## src/rtl/tick_sched_pkg.sv

```systemverilog
// rtl/tick_sched_pkg.sv - shared types and default widths for the tick scheduler
package tick_sched_pkg;

  localparam int DIV_W         = 32;
  localparam int DEFAULT_TAP_W = 5;
  localparam int DEFAULT_CNT_W = 8;

  typedef enum logic [1:0] {CH_IDLE, CH_ARM, CH_RUN} ch_state_t;

endpackage

```

## src/rtl/tick_channel.sv

```systemverilog
// rtl/tick_channel.sv - one requester: tap latch, edge detect, down-counter and IDLE/ARM/RUN FSM
module tick_channel
  import tick_sched_pkg::*;
#(
  parameter int TAP_W = DEFAULT_TAP_W,
  parameter int CNT_W = DEFAULT_CNT_W
) (
  input  logic             clock,
  input  logic             reset,
  input  logic [DIV_W-1:0] s,
  input  logic             accept,
  input  logic             stop,
  input  logic [TAP_W-1:0] cfg_tap,
  input  logic [CNT_W-1:0] cfg_count,
  output logic             tick,
  output logic             done,
  output logic             busy
);

  ch_state_t        state, state_nx;
  logic [TAP_W-1:0] tap;
  logic [CNT_W-1:0] remaining;
  logic             prev;
  logic             tap_bit;
  logic             rise;
  logic             fire;
  logic             last;

  assign tap_bit = s[tap];
  assign rise    = tap_bit & ~prev;
  // Any accept to this channel masks the tick it would otherwise launch this cycle.
  assign fire    = rise & (state == CH_RUN) & ~accept;
  // remaining == 0 while running means a continuous program.
  assign last    = (remaining == CNT_W'(1));
  assign busy    = (state != CH_IDLE);

  always_comb begin
    state_nx = state;
    if (accept) begin
      state_nx = stop ? CH_IDLE : CH_ARM;
    end else begin
      case (state)
        CH_ARM:  state_nx = CH_RUN;
        CH_RUN:  if (fire && last) state_nx = CH_IDLE;
        default: state_nx = state;
      endcase
    end
  end

  always_ff @(posedge clock or negedge reset) begin
    if (!reset) begin
      state     <= CH_IDLE;
      tap       <= '0;
      remaining <= '0;
      prev      <= 1'b0;
      tick      <= 1'b0;
      done      <= 1'b0;
    end else begin
      state <= state_nx;
      // Tracking the tap every cycle means ARM reloads prev from the new tap.
      prev  <= tap_bit;
      tick  <= fire;
      done  <= fire & last;
      if (accept && !stop) begin
        tap       <= cfg_tap;
        remaining <= cfg_count;
      end else if (fire && remaining != '0) begin
        remaining <= remaining - CNT_W'(1);
      end
    end
  end

endmodule

```

## src/rtl/tick_scheduler.sv

```systemverilog
// rtl/tick_scheduler.sv - shares divided_clocks taps between N_CH tick-enable requesters
module tick_scheduler
  import tick_sched_pkg::*;
#(
  parameter int  N_CH  = 4,
  parameter int  TAP_W = DEFAULT_TAP_W,
  parameter int  CNT_W = DEFAULT_CNT_W,
  localparam int CH_W  = $clog2(N_CH) + 1
) (
  input  logic             clock,
  input  logic             reset,
  input  logic [DIV_W-1:0] divided_clocks,
  input  logic             cfg_valid,
  output logic             cfg_ready,
  input  logic [CH_W-1:0]  cfg_ch,
  input  logic [TAP_W-1:0] cfg_tap,
  input  logic [CNT_W-1:0] cfg_count,
  input  logic             cfg_stop,
  output logic [N_CH-1:0]  tick,
  output logic [N_CH-1:0]  done,
  output logic [N_CH-1:0]  busy,
  output logic             cfg_err
);

  logic [DIV_W-1:0] s;
  logic             accept;

  assign accept = cfg_valid & cfg_ready;

  always_ff @(posedge clock or negedge reset) begin
    if (!reset) begin
      s         <= '0;
      cfg_ready <= 1'b0;
      cfg_err   <= 1'b0;
    end else begin
      s         <= divided_clocks;
      cfg_ready <= 1'b1;
      cfg_err   <= accept & (cfg_ch >= CH_W'(N_CH));
    end
  end

  // An out-of-range cfg_ch matches no channel, so nothing but cfg_err reacts.
  for (genvar i = 0; i < N_CH; i++) begin : g_ch
    tick_channel #(
      .TAP_W (TAP_W),
      .CNT_W (CNT_W)
    ) u_ch (
      .clock     (clock),
      .reset     (reset),
      .s         (s),
      .accept    (accept && (cfg_ch == CH_W'(i))),
      .stop      (cfg_stop),
      .cfg_tap   (cfg_tap),
      .cfg_count (cfg_count),
      .tick      (tick[i]),
      .done      (done[i]),
      .busy      (busy[i])
    );
  end

endmodule
```

## config.mk

```make
export PLATFORM = sky130hd
export DESIGN_NAME = tick_scheduler
export DESIGN_NICKNAME = d
export VERILOG_FILES = /design/src/rtl/tick_sched_pkg.sv /design/src/rtl/tick_channel.sv /design/src/rtl/tick_scheduler.sv
export SDC_FILE = /design/constraint.sdc
export NUM_CORES = 1
export LEC_CHECK = 0
export ABC_AREA = 0
export BUFFER_PORTS_ARGS = -buffer_cell sky130_fd_sc_hd__clkbuf_2
export CORE_MARGIN = 10
export CORE_UTILIZATION = 45
export CTS_CLUSTER_SIZE = 30
export DETAILED_ROUTE_END_ITERATION = 8
export SLEW_MARGIN = 20
export SYNTH_ARGS = -nofsm -noshare
export SYNTH_HDL_FRONTEND = slang
export SYNTH_SLANG_ARGS = --single-unit
```

## constraint.sdc

```tcl
create_clock -name clock -period 3.02 [get_ports clock]
set_clock_uncertainty 0.1 [all_clocks]
set_input_delay 0.604 -clock clock [delete_from_list [all_inputs] [get_ports clock]]
set_output_delay 0.604 -clock clock [all_outputs]
set_load 0.02 [all_outputs]
```

======== After elaboration in Yosys (flattened, before gate mapping) ========
Index checks and enable logic that the tools add are counted.
cells by class
  mux-type cells .......................... 29
  reduce and logical (&&, ||, !) cells .... 38
  magnitude comparators ................... 5
  bitwise gates (word level) .............. 26
  equality and inequality tests ........... 19
  add/sub/neg operators ................... 4
operator list
  cell                   number
  $mux W8                8
  $eq A8 B1 Y1 const B   4
  $reduce_bool A8 Y1     4
  $sub A8 B1 Y8 const B  4
  $lt A5 B6 Y1 const B   4
  $bmux W1 S5            4
  $and A1 B1 Y1          18
  $logic_and A1 B1 Y1    16
  $mux W2                8
  $pmux W2 S2            4
  $reduce_bool A2 Y1     8
  $ne A3 B2 Y1 const B   4
  $reduce_bool A3 Y1     4
  $eq A2 B1 Y1 const B   4
  $eq A2 B2 Y1 const B   4
  $not A1 Y1             8
  $reduce_and A2 Y1      4
  $eq A3 B2 Y1 const B   2
  $mux W1                5
  $eq A3 B1 Y1 const B   1
  $ge A3 B3 Y1 const B   1
  $logic_not A3 Y1       1
  $logic_not A1 Y1       1
storage, ports and cells
  register bits after elaboration ......... 106
  output and inout port bits .............. 14

======== Longest topological paths before layout ========
  depth after elaboration ................. 9
  gate-level depth with buffers ........... 11
  mapped depth without buffers ............ 8

======== By module ========
Synthesis repeated with hierarchy kept, for this count alone.
unflattened totals
  cells, all modules ...................... 579
  area total of the unflattened synthesis .. 5871.9 um^2
by module, submodules not included
  module                           area each (um^2)  sequential area each (um^2)  cells each  times used
  tick_channel (g_ch[0].u_ch ...)  1231.2            450.4                        128         2
  tick_channel (g_ch[2].u_ch)      1286.2            450.4                        145         1
  tick_channel (g_ch[3].u_ch)      1211.2            450.4                        135         1
  tick_scheduler                   912.1             850.8                        43          1

======== Worst setup path after synthesis ========
OpenSTA, ideal clock, no wires.
  kind .................................... input to register
  start point ............................. input cfg_ch[0]
  end point ............................... register g_ch[0].u_ch.remaining[1]
  required time ........................... 2.837 ns
  setup time .............................. 0.083 ns
  arrival time ............................ 2.212 ns
  slack ................................... 0.625 ns
  cell stages on the path ................. 6
  cell sequence ........................... nor4_1 nor2b_1 clkbuf_1 clkbuf_1 nand2_1 o21ai_0
on the way
  word-level cells in the longest chain between the ends .. 6
RTL lines
  what                          line                  source
  start, declared               tick_scheduler.sv:15  input logic [CH_W-1:0] cfg_ch,
  $logic_not A3 Y1 (*)          tick_scheduler.sv:51  .accept (accept && (cfg_ch == CH_W'(i))),
  $logic_and A1 B1 Y1 (*)       tick_scheduler.sv:51
  $not A1 Y1                    tick_channel.sv:32    assign fire = rise & (state == CH_RUN) & ~accept;
  $and A1 B1 Y1                 tick_channel.sv:32
  $logic_and A1 B1 Y1           tick_channel.sv:67    end else if (fire && remaining != '0) begin
  $reduce_bool A2 Y1 (no line)  --
  end signal, assigned          tick_channel.sv:66    remaining <= cfg_count;
  end signal, assigned          tick_channel.sv:68    remaining <= remaining - CNT_W'(1);
  end, declared                 tick_channel.sv:22    logic [CNT_W-1:0] remaining;
Mark *: on every way between the ends. The rest lies on a longest branch, timed or not.
A chain may end at the register's enable or synchronous reset.

======== Worst setup path in the final report ========
  start point ............................. register g_ch[2].u_ch.tap[1]
  end point ............................... register g_ch[2].u_ch.remaining[5]
on the way
  word-level cells in the longest chain between the ends .. 7
RTL lines
  what                           line                source
  start, declared                tick_channel.sv:21  logic [TAP_W-1:0] tap;
  start signal, assigned         tick_channel.sv:65  tap <= cfg_tap;
  $bmux W1 S5                    tick_channel.sv:29  assign tap_bit = s[tap];
  $mux W1 (implied by the code)  tick_channel.sv:29
  $and A1 B1 Y1                  tick_channel.sv:30  assign rise = tap_bit & ~prev;
  $and A1 B1 Y1 (2 in series)    tick_channel.sv:32
  named net g_ch[2].u_ch.fire    tick_channel.sv:26  logic fire;
  $logic_and A1 B1 Y1            tick_channel.sv:67
  $reduce_bool A2 Y1 (no line)   --
  end signal, assigned           tick_channel.sv:66
  end signal, assigned           tick_channel.sv:68
  end, declared                  tick_channel.sv:22
The timed path passes the listed nets, and every way through them passes these cells. The select of a mux whose other input is x is not followed.

==> flow_metrics.tcl <==
set metrics [dict create \
    via_count_of_the_first_global_routing_pass 4682 \
    kind_of_cell_adding_the_most_delay_to_the_critical_path "compound AO/OA/AOI/OAI gates" \
    antenna_left 0 \
    clk_root_buffer_cell "sky130_fd_sc_hd__clkbuf_16" \
    timing.final.hold_violations 0 \
    timing.critical_path.slowest_cell_delay_ns 0.78 \
    number_of_flops_mapped_to_enable_cells_by_yosys 0 \
    post_layout_nonfiller_instances 831 \
    max-clock-path-buffers 2 \
    total_global_routing_overflow 0 \
    htree_num_levels 3 \
    post_synth_top_flop "sky130_fd_sc_hd__dfrtp_1" \
    synth_top_cells_by_area "sky130_fd_sc_hd__dfrtp_1, sky130_fd_sc_hd__mux2i_1, sky130_fd_sc_hd__nand2_1, sky130_fd_sc_hd__ha_1, sky130_fd_sc_hd__o21ai_0" \
    viasPerCell 5.48 \
    worst-setup-path-type "register to register" \
    final_slew_violations 0 \
    std_cell_rows 41 \
    initialDrtViolationCount 349 \
    grt_antenna_before_repair 0 \
    syn-cell-area_um2 5890 \
    pin_count 66 \
    whs_ns 0.143 \
    total_leakage_power_uw 0.00294 \
    status "finished clean" \
    peak_freq_ghz 0.362 \
    synthDominantCellAreaShare_pct 45.0 \
    type_of_the_tightest_min_delay_check "primary input to async pin" \
    grt_pass1_wl_mm 24.8 \
    clkSlewWorstSetupHoldPaths_ns 0.07 \
    synth.net_count 672 \
    power_density_nw_per_um2 739 \
    dieArea_um2 18100 \
    setup.reg_to_reg.worst_slack_ns 0.25 \
    clock_sinks 106 \
    clock_insertion_delay_worst_skew_ns 0.35 \
    worst-path-max-fanout 15 \
    die_y_extent_um 134 \
    reg2reg_from "g_ch[2].u_ch.tap[1]$_DFFE_PN0P_" \
    relSlewSlack_pct 54.7 \
    max_cap_viol_count 0 \
    syn-mean-instance-area_um2 9.82 \
    drtPass1Iterations 5 \
    grt_setup_unrepaired "no" \
    place.detailed.instances 817 \
    worst_pin_slew_ns 0.663 \
    floorplan.core_area_um2 12700 \
    post-cts-setup-buffers 0 \
    worst-path-buf-inv 0 \
    drive_above_1_share_pct 17.1 \
    grtUsageTotal_pct 17.3 \
    setup_viol 0 \
    timing.rr.end "g_ch[2].u_ch.remaining[5]$_DFFE_PN0P_" \
    yosysWarningCount 0 \
    timing.critical_path.slowest_stage_cell "sky130_fd_sc_hd__dfrtp_1" \
    synth_area_leader_cell "sky130_fd_sc_hd__dfrtp_1" \
    cp_cell_sequence "mux2_2 -> o21ai_0 -> a221oi_1 -> a22oi_1 -> a21oi_4 -> nand3_2 -> or4_1 -> a31oi_1" \
    n_antenna_cell 0 \
    placement.io_buffers 65 \
    vdd_drop_max_uv 398 \
    detailed_route_drc_error_count 0 \
    ctsHoldBuffers 0 \
    finalWirelength_mm 14.9 \
    hpwl_mm 11.4 \
    worstSetupEndpointType "register" \
    post_synth_num_cell_types 58 \
    cp-start-kind "register" \
    worst-r2r-cell-count 8 \
    detailroute.via_count 4554 \
    p_total_uw 4870 \
    critPathArrivalTime_ns 2.94 \
    last_weighted_congestion_value_of_the_routability_driven_placer 0.948 \
    design.final.nets 728 \
    synth.ff_latch_count 106 \
    ctsResizeCount 0 \
    grt_start_max_net_pins 46 \
    synth-seq-area-share_pct 45.0 \
    async_flop_share_pct 100 \
    fp.dieW_um 134 \
    area_growth_pct 11.8 \
    tritoncts_clock_tree "done" \
    floorplan.initialDensity_pct 46.3 \
    wire_length_per_cell_um 18.0 \
    postLayoutCoreUtil_pct 51.8 \
    setup_tns_ns 0 \
    cp_data_required_time_ns 3.20 \
    min_period_over_period_pct 91.6 \
    cts-buffers-inserted 9 \
    syn-instance-count 600 \
    period_minus_slack_ns 2.77 \
]
==> worst max-delay path by stage <==
stage / from / to / slack (ns) / cells after the start
after floorplan: cfg_ch[0] / g_ch[0].u_ch.remaining[1]$_DFFE_PN0P_ / 0.63 / 6
after global placement: g_ch[2].u_ch.tap[1]$_DFFE_PN0P_ / g_ch[2].u_ch.remaining[5]$_DFFE_PN0P_ / 0.31 / 8
after detailed placement: g_ch[2].u_ch.tap[1]$_DFFE_PN0P_ / g_ch[2].u_ch.remaining[5]$_DFFE_PN0P_ / 0.27 / 8
after CTS: g_ch[2].u_ch.tap[1]$_DFFE_PN0P_ / g_ch[2].u_ch.remaining[5]$_DFFE_PN0P_ / 0.24 / 8
after global routing: g_ch[2].u_ch.tap[1]$_DFFE_PN0P_ / g_ch[2].u_ch.remaining[5]$_DFFE_PN0P_ / 0.06 / 8
final: g_ch[2].u_ch.tap[1]$_DFFE_PN0P_ / g_ch[2].u_ch.remaining[5]$_DFFE_PN0P_ / 0.25 / 8
==> through the flow <==
step           instance area, um2  worst slack [ns]
2_1_floorplan                5890             0.625
5_1_grt                      6580            0.0599
4_1_cts                      6580             0.237
3_5_place_dp                 6320             0.266
6_report                     6580             0.255
3_3_place_gp                 6320             0.311
==> area by class of cell <==
cell class / instances / area [um2]
clock inverters: 3 / 17.5
repair buffers: 77 / 430
well taps: 172 / 215
multi-input cells: 435 / 2920
clock buffers: 11 / 243
fillers: 1263 / 6140
inverters: 27 / 101
flip-flops and latches: 106 / 2650
==> flip-flops by register name (all words and copies together), names as in the netlist <==
signal,flops
g_ch.u_ch.state,8
g_ch.u_ch.done,4
g_ch.u_ch.tick,4
cfg_ready,1
g_ch.u_ch.tap,20
cfg_err,1
g_ch.u_ch.remaining,32
g_ch.u_ch.prev,4
s,32
==> power breakdown <==
group          total, uW  leakage [uW]  switching [uW]  internal [uW]
registers           2110       0.00127             350           1760
logic               1680       0.00154             925            752
clock network       1080      0.000127             507            570
==> cell usage after synthesis, types with 8 or more instances <==
library cell               instances
sky130_fd_sc_hd__mux2_2           11
sky130_fd_sc_hd__buf_4            17
sky130_fd_sc_hd__nor2_1           21
sky130_fd_sc_hd__o21ai_0          26
sky130_fd_sc_hd__clkbuf_1         10
sky130_fd_sc_hd__nor2b_1          20
sky130_fd_sc_hd__nand2_1          98
sky130_fd_sc_hd__inv_1            27
sky130_fd_sc_hd__nand3_1          21
sky130_fd_sc_hd__xor2_1           10
sky130_fd_sc_hd__mux2i_1          55
sky130_fd_sc_hd__a21oi_1          15
sky130_fd_sc_hd__a22oi_1          11
sky130_fd_sc_hd__a211oi_1          8
sky130_fd_sc_hd__dfrtp_1         106
sky130_fd_sc_hd__and3_1            9
sky130_fd_sc_hd__o211ai_1         11
sky130_fd_sc_hd__ha_1             20
==> layer usage <==
| layer | vias to the layer above | global-route usage (%) | part of all wire (%) |
|---|---|---|---|
| met3 | 14 | 5.23 | 6.2 |
| met2 | 121 | 25.6 | 44 |
| met4 | 0 | 4.35 | 1.3 |
| met5 | - | 0 | 0 |
| met1 | 2203 | 23.9 | 48 |
| li1 | 2216 | - | - |
==> layout by cell type, fill, tap and decap left out, types with 3 or more instances in the layout <==
| cell type | netlist | final |
|---|---|---|
| sky130_fd_sc_hd__and2_1 | 7 | 7 |
| sky130_fd_sc_hd__or2_2 | 4 | 4 |
| sky130_fd_sc_hd__o21ai_0 | 26 | 26 |
| sky130_fd_sc_hd__or4_1 | 3 | 3 |
| sky130_fd_sc_hd__a21oi_1 | 15 | 15 |
| sky130_fd_sc_hd__and3_1 | 9 | 9 |
| sky130_fd_sc_hd__nand4_1 | 7 | 7 |
| sky130_fd_sc_hd__xnor2_1 | 5 | 5 |
| sky130_fd_sc_hd__a221oi_1 | 6 | 6 |
| sky130_fd_sc_hd__a31oi_1 | 4 | 4 |
| sky130_fd_sc_hd__nand3_1 | 21 | 21 |
| sky130_fd_sc_hd__nand2b_1 | 7 | 7 |
| sky130_fd_sc_hd__xor2_1 | 10 | 10 |
| sky130_fd_sc_hd__nor2_1 | 21 | 21 |
| sky130_fd_sc_hd__nand2_1 | 98 | 98 |
| sky130_fd_sc_hd__buf_4 | 17 | 12 |
| sky130_fd_sc_hd__mux2i_1 | 55 | 55 |
| sky130_fd_sc_hd__a2111oi_0 | 5 | 5 |
| sky130_fd_sc_hd__o211ai_1 | 11 | 11 |
| sky130_fd_sc_hd__inv_1 | 27 | 27 |
| sky130_fd_sc_hd__a22oi_1 | 11 | 11 |
| sky130_fd_sc_hd__clkbuf_2 | 0 | 64 |
| sky130_fd_sc_hd__nor4_1 | 3 | 3 |
| sky130_fd_sc_hd__or3_1 | 3 | 3 |
| sky130_fd_sc_hd__nor3_1 | 7 | 7 |
| sky130_fd_sc_hd__nor2b_1 | 20 | 20 |
| sky130_fd_sc_hd__nand4b_1 | 3 | 3 |
| sky130_fd_sc_hd__ha_1 | 20 | 20 |
| sky130_fd_sc_hd__nand3b_1 | 3 | 3 |
| sky130_fd_sc_hd__dfrtp_1 | 106 | 106 |
| sky130_fd_sc_hd__mux2_2 | 11 | 11 |
| sky130_fd_sc_hd__a211oi_1 | 8 | 8 |
| sky130_fd_sc_hd__clkbuf_16 | 0 | 9 |
| sky130_fd_sc_hd__nor3b_1 | 4 | 4 |
==> cell families after synthesis <==
family,after synthesis,share of synthesized area [%]
AND/OR/NAND/NOR,226,19.0
adder cells (fa/ha/maj),20,4.25
flip-flops,106,45.0
AO/OA/AOI/OAI,106,12.5
other,1,0.0637
multiplexers,67,11.6
XOR/XNOR,15,2.23
buffers and inverters,59,5.31
Note: power is estimated with default switching activity, not from simulation.
